`src/rtl/alu_wb_stage.sv`:
```
// Execute-to-writeback pipeline register behind the 32-bit ALU.
// It captures the ALU result, keeps the architectural Z/N flags, resolves
// conditional branches against those flags and counts retired instructions.
// Stage control at each edge: reset > stall (hold) > flush/bubble (squash) > capture.
module alu_wb_stage #(
  parameter int DATA_W = 32,
  parameter int REG_AW = 6,
  parameter int CNT_W  = 32
) (
  input  logic              clk,
  input  logic              rst_n,
  input  logic              in_valid,
  input  logic              stall,
  input  logic              flush,
  input  logic [DATA_W-1:0] alu_out,
  input  logic              alu_z,
  input  logic              alu_n,
  input  logic              set_flags,
  input  logic [REG_AW-1:0] rd,
  input  logic              reg_wr,
  input  logic [1:0]        br_type,
  input  logic [DATA_W-1:0] br_target,
  output logic              wb_valid,
  output logic              wb_we,
  output logic [REG_AW-1:0] wb_rd,
  output logic [DATA_W-1:0] wb_data,
  output logic              flag_z,
  output logic              flag_n,
  output logic              br_taken,
  output logic [DATA_W-1:0] br_pc,
  output logic [CNT_W-1:0]  retire_cnt
);

  logic              wb_valid_q, wb_valid_d;
  logic              wb_we_q, wb_we_d;
  logic [REG_AW-1:0] wb_rd_q, wb_rd_d;
  logic [DATA_W-1:0] wb_data_q, wb_data_d;
  logic              flag_z_q, flag_z_d;
  logic              flag_n_q, flag_n_d;
  logic              br_taken_q, br_taken_d;
  logic [DATA_W-1:0] br_pc_q, br_pc_d;
  logic [CNT_W-1:0]  retire_cnt_q, retire_cnt_d;
  logic              br_cond;

  // Branch condition uses the registered flags, never this instruction's ALU flags.
  always_comb begin
    br_cond = 1'b0;
    case (br_type)
      2'b01:   br_cond = 1'b1;
      2'b10:   br_cond = flag_z_q;
      2'b11:   br_cond = flag_n_q;
      default: br_cond = 1'b0;
    endcase
  end

  // Next-state: hold on stall, squash on flush or bubble, otherwise capture.
  always_comb begin
    wb_valid_d   = wb_valid_q;
    wb_we_d      = wb_we_q;
    wb_rd_d      = wb_rd_q;
    wb_data_d    = wb_data_q;
    flag_z_d     = flag_z_q;
    flag_n_d     = flag_n_q;
    br_taken_d   = 1'b0;  // redirect is a single-cycle pulse, never held
    br_pc_d      = br_pc_q;
    retire_cnt_d = retire_cnt_q;
    if (stall) begin
      // everything except br_taken holds; a pending flush waits for the hazard unit
    end else if (flush || !in_valid) begin
      wb_valid_d = 1'b0;
      wb_we_d    = 1'b0;
    end else begin
      wb_valid_d   = 1'b1;
      wb_we_d      = reg_wr;
      wb_rd_d      = rd;
      wb_data_d    = alu_out;
      retire_cnt_d = retire_cnt_q + CNT_W'(1);
      if (set_flags) begin
        flag_z_d = alu_z;
        flag_n_d = alu_n;
      end
      if (br_cond) begin
        br_taken_d = 1'b1;
        br_pc_d    = br_target;
      end
    end
  end

  // Stage registers with synchronous active-low reset.
  always_ff @(posedge clk) begin
    if (!rst_n) begin
      wb_valid_q   <= 1'b0;
      wb_we_q      <= 1'b0;
      wb_rd_q      <= '0;
      wb_data_q    <= '0;
      flag_z_q     <= 1'b0;
      flag_n_q     <= 1'b0;
      br_taken_q   <= 1'b0;
      br_pc_q      <= '0;
      retire_cnt_q <= '0;
    end else begin
      wb_valid_q   <= wb_valid_d;
      wb_we_q      <= wb_we_d;
      wb_rd_q      <= wb_rd_d;
      wb_data_q    <= wb_data_d;
      flag_z_q     <= flag_z_d;
      flag_n_q     <= flag_n_d;
      br_taken_q   <= br_taken_d;
      br_pc_q      <= br_pc_d;
      retire_cnt_q <= retire_cnt_d;
    end
  end

  assign wb_valid   = wb_valid_q;
  assign wb_we      = wb_we_q;
  assign wb_rd      = wb_rd_q;
  assign wb_data    = wb_data_q;
  assign flag_z     = flag_z_q;
  assign flag_n     = flag_n_q;
  assign br_taken   = br_taken_q;
  assign br_pc      = br_pc_q;
  assign retire_cnt = retire_cnt_q;

endmodule

```
`config.mk`:
```
export PLATFORM = sky130hd
export DESIGN_NAME = alu_wb_stage
export DESIGN_NICKNAME = d
export VERILOG_FILES = /design/src/rtl/alu_wb_stage.sv
export SDC_FILE = /design/constraint.sdc
export NUM_CORES = 1
export LEC_CHECK = 0
export ABC_AREA = 1
export CORE_ASPECT_RATIO = 1.75
export CORE_MARGIN = 2
export CORE_UTILIZATION = 43
export CTS_CLUSTER_DIAMETER = 200
export DETAILED_ROUTE_END_ITERATION = 8
export PLACE_DENSITY_LB_ADDON = 0.25
export SKIP_CTS_REPAIR_TIMING = 1
export SYNTH_ARGS = -nofsm -noshare
export SYNTH_HDL_FRONTEND = slang
export SYNTH_SLANG_ARGS = --single-unit
export TNS_END_PERCENT = 30
```
`constraint.sdc`:
```
create_clock -name clk -period 1.8 [get_ports clk]
set_clock_uncertainty 0.05 [all_clocks]
set_input_delay 0.27 -clock clk [delete_from_list [all_inputs] [get_ports clk]]
set_output_delay 0.27 -clock clk [all_outputs]
set_load 0.01 [all_outputs]
```
==> impl_metrics.toml, run 1 <==
[run_status]
outcome = "finished, final reports clean"

[timing]
rsz0062_at_grt = "true"
maxSlewViolCount = 0
period_needed_ns = 1.74
finalCritPeriodShare = 0.969
holdWs_ns = 0.205
finalHoldViolCount = 0
finalSetupViolCount = 0
maxSlewHeadroom = 0.712
worst_pin_slew_ns = 0.432
max_clock_freq_mhz = 573

[synth]
synth_seq_cells = 107
synth_top_area_frac = 0.476
synth_cell_types = 33
synth_area_leader_cell = "dfxtp_1"
synthTopCellsByArea = "dfxtp_1, nor2_1, o21ai_0, nand2_1, inv_1"
synth.avg_cell_area_um2 = 7.29
ys_seq_area_frac = 0.476
postSynthNetCount = 699
yosysWarnings = 0
synth_area_mm2 = 0.00450
synthCells = 617

[power_and_ir_drop]
clkPwrFrac = 0.395
powerDensity_mw_per_mm2 = 738
p_switching_mw = 1.20
p_sw_frac = 0.236
seqPwrFrac = 0.486
peakVddDrop_v = 0.000481
total_power_mw = 5.09
leakagePower_nw = 2.59
p_int_mw = 3.89
combPwrFrac = 0.119

[grt]
use_met2 = 0.443
grt_start_max_net_pins = 47
grt_busiest_layer = "met2"
antenna_found_initial = 0
grt_pass1_vias = 4727
grt_pass1_wl_mm = 22.1
overflow = 0
grt_util_met1 = 0.253
track_usage = 0.250
met3_usage = 0.0616

[clock_tree]
cts_buffers = 9
cts_root_buf = "clkbuf_16"
clk_latency_ns = 0.35
clock_sinks = 107
cts-htree-levels = 3
cts_tree = "built"
cts_buffer_depth = 2
clk_pin_slew_ns = 0.07

[die]
die_h_um = 139
chipWidth_um = 81.3
initial_core_util = 0.439
num_rows = 49
num_io_pins = 188
coreArea_mm2 = 0.0102
die_area_mm2 = 0.0113

[detailed_routing]
drt_iter0_markers = 205
finalWirelength_mm = 14.1
drc = 0
first_pass_iters = 4
via_count = 4694
ant_nets = 0
routedWlPerCell_um = 15.0
vias_per_cell = 5.00

[place]
io_buffer_count = 187
placed_cell_area_mm2 = 0.00659
place_inst = 922
gp_congestion = 0.967
dpl.hpwl_mm = 10.7

[final_layout]
finalNonFillerCells = 938
diodes = 0
final_layout_size_suffix_gt1_frac = 0.0925
num-fill-cells = 872
layout_commonest_cell = "nor2_1"
multiInputGateArea_mm2 = 0.00205
final_cell_mix = "nor2_1, clkdlybuf4s50_1, dfxtp_1"
final_nets = 888
area_growth_pct = 53.5
regArea_mm2 = 0.00215
final_util = 0.674
final_cell_area_mm2 = 0.00690

[worst_setup_path]
path_class = "flop to primary output"
cp.arrival_ns = 1.42
path_max_fanout = 3
cp.required_ns = 1.48
start_kind = "flop"
critical_path.endpoint_type = "primary output"

[min_path]
hp-class = "input pin to flop"

[run]
drv_cap = 0
[sequential cells by signal (all words and copies together), names as in the netlist]
name        flops
br_pc          32
retire_cnt     32
wb_data        32
wb_rd           6
br_taken        1
flag_n          1
flag_z          1
wb_valid        1
wb_we           1
[area by class of cell]
class,count,share of cell area
inverter,44,0.0245
clock inverter,6,0.0103
multi-input combinational,439,0.297
tap,127,0.0230
timing repair buffer,205,0.301
clock buffer,10,0.0332
sequential,107,0.311
[layer usage]
metal	vias up	wire, um
met2	162	7270
met1	2144	5150
met4	0	754
met3	48	940
li1	2340	-
met5	-	0
[logic make-up after synthesis]
group                      count (synthesis)  share of synthesized area
buffers and inverters                     71                     0.0687
adders and majority gates                  1                    0.00278
AOI/OAI and AO/OA                        102                      0.115
xor gates and xnor gates                   2                    0.00390
DFF                                      107                      0.476
and+or+nand+nor                          334                      0.333
[cell usage after synthesis]
library cell	n
inv_4	1
clkbuf_1	16
nor3_1	4
o21ai_0	79
nand4_1	8
dfxtp_1	107
o21a_1	1
xor2_1	2
o21ai_1	5
nand3_4	1
o21bai_1	1
nand2_1	66
and2_1	1
inv_1	41
nand3_2	4
a21o_1	1
nor3_2	2
nand3b_1	1
buf_6	2
buf_2	4
clkinv_2	1
nor2_2	5
nand3b_2	3
inv_2	1
nand3_1	27
a21oi_1	15
nor2_4	7
nand2_2	6
nand2_4	2
nand4_2	1
nor2_1	196
ha_1	1
buf_4	5
[final timing paths]
check             depth (start not counted)                     endpoint                         from  slack [ns]
hold reg to reg                           2           wb_we$_SDFFE_PN0N_           wb_we$_SDFFE_PN0N_        0.41
setup reg to reg                          7  retire_cnt[31]$_SDFFE_PN0P_  retire_cnt[17]$_SDFFE_PN0P_        0.13
hold / removal                            3  retire_cnt[18]$_SDFFE_PN0P_                        rst_n        0.20
setup / recovery                          2               retire_cnt[15]  retire_cnt[15]$_SDFFE_PN0P_        0.06
[per-stage QoR]
step | TNS (ns) | setup WS, ns
2_1_floorplan | 0 | 0.351
3_3_place_gp | 0 | 0.00279
3_5_place_dp | -0.284 | -0.0557
4_1_cts | -0.0380 | -0.0205
5_1_grt | -0.0164 | -0.0164
6_report | 0 | 0.0554
[power groups by stage]
stage,sequential [mW],clock (mW),combinational [mW]
after global routing,2.48,2.15,0.658
after detailed placement,2.53,0,0.603
after floorplan,2.56,0,0.186
after CTS,2.47,2.06,0.609
after global placement,2.53,0,0.595
final,2.47,2.01,0.604
[worst max-delay path: stages (launching register included)]
cell and delay [ns]:
dfxtp_2 0.39, buf_4 0.14, clkdlybuf4s50_1 0.55
No activity file was read; power rests on OpenSTA's default activity.
==> run 2, diff against run 1 <==
--- a/config.mk
+++ b/config.mk
@@ -10,6 +10,7 @@
 export CORE_MARGIN = 2
 export CORE_UTILIZATION = 43
 export CTS_CLUSTER_DIAMETER = 200
+export CTS_CLUSTER_SIZE = 28
 export DETAILED_ROUTE_END_ITERATION = 8
 export PLACE_DENSITY_LB_ADDON = 0.25
 export SKIP_CTS_REPAIR_TIMING = 1
==> results of run 2 <==
The final DEF is identical to that of run 1; final timing and power are the same.
